**src/rtl/shared_mem_arbiter.sv**
```systemverilog
// Grant FSM that shares one memory port between instruction fetch and data load/store.
// Build option ARB_STARVE_GUARD_EN: forces a fetch grant after STARVE_LIMIT back-to-back data grants.
`timescale 1ns/1ps
module shared_mem_arbiter #(
    parameter int unsigned MEM_LAT      = 2,
    parameter int unsigned STARVE_LIMIT = 4
) (
    input  logic        clock,
    input  logic        reset,
    input  logic        if_req,
    input  logic [31:0] if_addr,
    output logic [31:0] if_rdata,
    output logic        if_ack,
    input  logic        d_rd,
    input  logic        d_wr,
    input  logic [31:0] d_addr,
    input  logic [31:0] d_wdata,
    output logic [31:0] d_rdata,
    output logic        d_ack,
    output logic [31:0] mem_addr,
    output logic [31:0] mem_wdata,
    output logic        mem_rd,
    output logic        mem_wr,
    input  logic [31:0] mem_rdata,
    output logic        busy
);

    localparam int unsigned CNT_W = (MEM_LAT > 1) ? $clog2(MEM_LAT) : 1;

    if (MEM_LAT < 1 || STARVE_LIMIT < 1) begin : g_bad_param
        $error("shared_mem_arbiter: MEM_LAT and STARVE_LIMIT must be >= 1");
    end

    typedef enum logic [1:0] {
        IDLE,
        ACCESS,
        DONE
    } state_t;

    typedef enum logic {
        OWN_FETCH,
        OWN_DATA
    } owner_t;

    state_t             state;
    state_t             state_next;
    owner_t             owner;
    logic               op_wr;
    logic [31:0]        addr_q;
    logic [31:0]        wdata_q;
    logic [CNT_W-1:0]   cnt;
    logic [31:0]        if_rdata_q;
    logic [31:0]        d_rdata_q;

    logic               data_req;
    logic               grant;
    logic               grant_data;
    logic               last_beat;
    logic               starve_hit;

    assign data_req  = d_rd | d_wr;
    assign grant     = (state == IDLE) && (data_req || if_req);
    assign last_beat = (state == ACCESS) && (cnt == '0);

    // Data wins ties unless the starvation guard has tripped with fetch still waiting.
    always_comb begin
        grant_data = data_req;
        if (starve_hit && if_req) begin
            grant_data = 1'b0;
        end
    end

`ifdef ARB_STARVE_GUARD_EN
    localparam int unsigned SW = $clog2(STARVE_LIMIT + 1);
    logic [SW-1:0] starve_cnt;

    always_ff @(posedge clock or posedge reset) begin
        if (reset) begin
            starve_cnt <= '0;
        end else if (state == IDLE) begin
            if (!if_req) begin
                starve_cnt <= '0;
            end else if (grant && !grant_data) begin
                starve_cnt <= '0;
            end else if (grant && grant_data && (starve_cnt != SW'(STARVE_LIMIT))) begin
                starve_cnt <= starve_cnt + 1'b1;
            end
        end
    end

    assign starve_hit = (starve_cnt == SW'(STARVE_LIMIT));
`else
    assign starve_hit = 1'b0;
`endif

    always_ff @(posedge clock or posedge reset) begin
        if (reset) begin
            state <= IDLE;
        end else begin
            state <= state_next;
        end
    end

    always_comb begin
        state_next = state;
        unique case (state)
            IDLE:    if (grant) state_next = ACCESS;
            ACCESS:  if (cnt == '0) state_next = DONE;
            DONE:    state_next = IDLE;
            default: state_next = IDLE;
        endcase
    end

    // Transfer latches: captured once at grant, so requester changes mid-transfer are invisible.
    always_ff @(posedge clock or posedge reset) begin
        if (reset) begin
            owner      <= OWN_FETCH;
            op_wr      <= 1'b0;
            addr_q     <= '0;
            wdata_q    <= '0;
            cnt        <= '0;
            if_rdata_q <= '0;
            d_rdata_q  <= '0;
        end else begin
            if (grant) begin
                owner   <= grant_data ? OWN_DATA : OWN_FETCH;
                op_wr   <= grant_data & d_wr;
                addr_q  <= grant_data ? d_addr : if_addr;
                wdata_q <= grant_data ? d_wdata : '0;
                cnt     <= CNT_W'(MEM_LAT - 1);
            end else if ((state == ACCESS) && (cnt != '0)) begin
                cnt <= cnt - 1'b1;
            end

            if (last_beat && !op_wr) begin
                if (owner == OWN_DATA) begin
                    d_rdata_q <= mem_rdata;
                end else begin
                    if_rdata_q <= mem_rdata;
                end
            end
        end
    end

    always_comb begin
        mem_addr  = addr_q;
        mem_wdata = wdata_q;
        mem_rd    = (state == ACCESS) && !op_wr;
        mem_wr    = (state == ACCESS) && op_wr;
        if_ack    = (state == DONE) && (owner == OWN_FETCH);
        d_ack     = (state == DONE) && (owner == OWN_DATA);
        busy      = (state != IDLE);
        if_rdata  = if_rdata_q;
        d_rdata   = d_rdata_q;
    end

endmodule

```
**config.mk**
```make
export PLATFORM = sky130hd
export DESIGN_NAME = shared_mem_arbiter
export DESIGN_NICKNAME = d
export VERILOG_FILES = /design/src/rtl/shared_mem_arbiter.sv
export SDC_FILE = /design/constraint.sdc
export NUM_CORES = 1
export LEC_CHECK = 0
export ABC_CLOCK_PERIOD_IN_PS = 4900
export CAP_MARGIN = 20
export CORE_MARGIN = 5
export CORE_UTILIZATION = 35
export DETAILED_ROUTE_END_ITERATION = 6
export DONT_BUFFER_PORTS = 1
export GPL_ROUTABILITY_DRIVEN = 0
export GPL_TIMING_DRIVEN = 0
export PLACE_DENSITY = 0.52
export SYNTH_ARGS = -nofsm -noshare
export SYNTH_HDL_FRONTEND = slang
export SYNTH_SLANG_ARGS = --single-unit
export TNS_END_PERCENT = 50
```
**constraint.sdc**
```tcl
create_clock -name clock -period 4.9 [get_ports clock]
set_clock_uncertainty 0.05 [all_clocks]
set_input_delay 0.98 -clock clock [delete_from_list [all_inputs] [get_ports clock]]
set_output_delay 0.98 -clock clock [all_outputs]
set_load 0.005 [all_outputs]
```
==> run_results.csv <==
group,metric,value,unit
status,status,"finished, final reports clean",
global_route,grt_busiest_layer,"met2",
clock_tree,htreeDepth,4,
critical_path,rrSetupSlack,2.95,ns
sta,fin_crit,2.35,ns
synth,synth_nets,468,
global_route,antenna_found_initial,0,
cells_and_area,syn_to_final_growth,16.5,%
critical_path,critPathArrivalTime,2.59,ns
global_route,grt_pass1_vias,3345,
cells_and_area,final_util,0.415,
power_and_ir_drop,p_per_area,741,mW/mm^2
clock_tree,cts.sinks,133,
clock_tree,cts.path.max_buffers,2,
synth,seq_area_frac_synth,0.616,
sta,slew_headroom,0.576,
synth,yosys_register_bits,133,
power_and_ir_drop,leakagePower,2.84,nW
placed_design,hpwl,9.76,mm
cells_and_area,nets,488,
floorplan,core_region_area,0.0151,mm^2
sta,fin_crit_sh,0.480,
placed_design,place.port_buffers,0,
clock_tree,cts_resized,0,
sta,worst_slew_pin_slew,0.637,ns
floorplan,start_util,0.357,
sta,drv_slew,0,
synth,synth_most_common_cell,"dfrtp_1",
sta,final_hold_viol_count,0,
global_route,grt_max_degree,69,
clock_tree,post_cts_buffers,0,
critical_path,path_common_cell,"mux2_2",
sta,fmax,425,MHz
global_route,use_met3,0.0949,
synth,yosys-top-cells-count,"dfrtp_1 (133), mux2_2 (97), a22o_1 (32)",
critical_path,path_max_fanout,10,
floorplan,fp-row-count,45,
power_and_ir_drop,p_total,4.66,mW
global_route,met2_usage,0.224,
cells_and_area,drive_gt1_frac,0.459,
floorplan,die_area,0.0180,mm^2
synth,syn_inst,335,
critical_path,cpPeakStageDelay,0.51,ns
routing,drc,0,
synth,ys_warn_count,0,
routing,route.vias.total,2975,
power_and_ir_drop,ir_worst_vdd,243,uV
worst_hold_path,min_path_type,"in -> async",
synth,syn_avg_cell_area,16.1,um^2
global_route,grt_pass1_wl,20.1,mm
routing,avgRoutedWirePerCell,23.5,um
global_route,track_usage,0.145,
global_route,grt.overflow.total,0,
critical_path,criticalPathCategory,"in -> reg",
clock_tree,hold_buffers,0,
clock_tree,cts_tree,"done",
routing,drt_wl_total,13.0,mm
critical_path,crit_chain,"nor2_1, clkbuf_1, mux2_2, mux2_2",
critical_path,cp.required,5.14,ns
synth,synth_area,0.00540,mm^2
critical_path,critPathSlowestCell,"clkbuf_1",
clock_tree,clk_latency,0.40,ns
critical_path,start_kind,"primary input",
synth,synth_top_area_cell,"dfrtp_1",
clock_tree,root_buffer,"clkbuf_16",
synth,synth-edff-count,0,
synth,yosysUniqueCellTypes,20,
synth,synth_ff_type,"dfrtp_1",
routing,drt_iter0_markers,119,
clock_tree,clk_pin_slew_worst_paths,0.06,ns
synth,synth_top_area_frac,0.616,
floorplan,die_y,134,um
sta,setup_viol,0,
sta,grt_setup_unrepaired,"false",
cells_and_area,diodes,0,
routing,dr.pass1.iters,4,
critical_path,end_kind,"flip-flop",
sta,hold_slack,0.458,ns
floorplan,ios,266,
global_route,gr-usage-met1,0.163,
job,max_cap_violations,0,
synth,ys_top_cells_by_area,"dfrtp_1 (62%), mux2_2 (20%), mux2_4 (8.3%), a22o_1 (5.2%), clkbuf_1 (0.76%)",
clock_tree,numCtsBuffers,17,
routing,ant_nets,0,
routing,via_per_inst,5.35,
floorplan,die_width,134,um
synth,async_flop_share,1.00,
==> worst paths after layout <==
kind / startpoint / endpoint / cells past startpoint
worst max-delay path: d_rd / mem_addr[0]$_DFFE_PP0P_ / 4
worst min-delay path: reset / mem_wdata[1]$_DFFE_PP0P_ / 1
worst max register to register: state[1]$_DFFE_PP0P_ / if_rdata[28]$_DFFE_PP0P_ / 4
worst min register to register: cnt$_DFFE_PP0P_ / state[1]$_DFFE_PP0P_ / 1
max in group asynchronous: reset / mem_addr[2]$_DFFE_PP0P_ / 2
min in group clock: cnt$_DFFE_PP0P_ / state[1]$_DFFE_PP0P_ / 1
==> state kept, by name (all words and copies together), names as in the netlist <==
name / flops
mem_addr: 32
cnt: 1
owner: 1
mem_wdata: 32
if_rdata: 32
state: 2
op_wr: 1
d_rdata: 32
==> final cells by class <==
cell class	instances	area [um^2]
Fill cell	1380	8850
Inverter	4	20.0
Clock buffer	21	450
Sequential cell	133	3330
Buffer	20	105
Multi-Input combinational cell	178	1950
Timing Repair Buffer	1	27.5
Tap cell	188	235
Clock inverter	11	173
==> critical path, delay by kind of cell <==
kind / cells / cell delay, ns
muxes: 2 / 0.66
and+or+nand+nor: 1 / 0.43
buffers and inverters: 1 / 0.51
==> layout by cell type (no fill, tap or decap) <==
master	n
a21o_1	1
a22o_1	32
and3b_1	1
buf_16	1
buf_2	6
buf_6	3
bufinv_16	4
clkbuf_1	14
clkbuf_16	17
clkbuf_8	1
clkinv_2	2
clkinv_4	2
clkinvlp_4	1
dfrtp_1	133
inv_1	3
inv_6	3
mux2_1	2
mux2_2	97
mux2_4	30
nand2_1	3
nand2b_4	1
nor2_1	5
nor3_1	1
nor3b_1	1
nor4_2	1
o21ai_0	1
o31ai_1	1
or4b_1	1
==> report_power, final <==
part | internal (mW) | switching (mW) | total, mW
sequential | 1.66 | 0.497 | 2.15
combinational | 0.715 | 0.451 | 1.17
clock | 0.868 | 0.471 | 1.34
total | 3.24 | 1.42 | 4.66
==> logic make-up (layout without fill, tap and decap cells) <==
group / Yosys count / in the layout / share of synthesized area
buffers and inverters: 24 / 57 / 0.0222
DFF: 133 / 133 / 0.616
and+or+nand+nor: 14 / 14 / 0.0162
muxes: 129 / 129 / 0.290
AOI/OAI and AO/OA: 35 / 35 / 0.0556
==> routing by layer <==
metal | part of all wire | wire length, um | vias to the layer above
li1 | - | - | 1258
met1 | 0.36 | 4710 | 1508
met2 | 0.48 | 6230 | 193
met3 | 0.15 | 1920 | 16
met4 | 0.014 | 187 | 0
met5 | 0 | 0 | -
==> per-stage QoR <==
stage / std cells / setup TNS [ns] / instance area [um^2] / setup slack [ns]
2_1_floorplan: 335 / 0 / 5400 / 0.316
3_3_place_gp: 523 / -143.53 / 5640 / -1.09
3_5_place_dp: 524 / 0 / 5670 / 2.06
4_1_cts: 556 / 0 / 6290 / 2.51
5_1_grt: 556 / 0 / 6290 / 2.44
6_report: 556 / 0 / 6290 / 2.55
(Power assumes the default switching activity.)
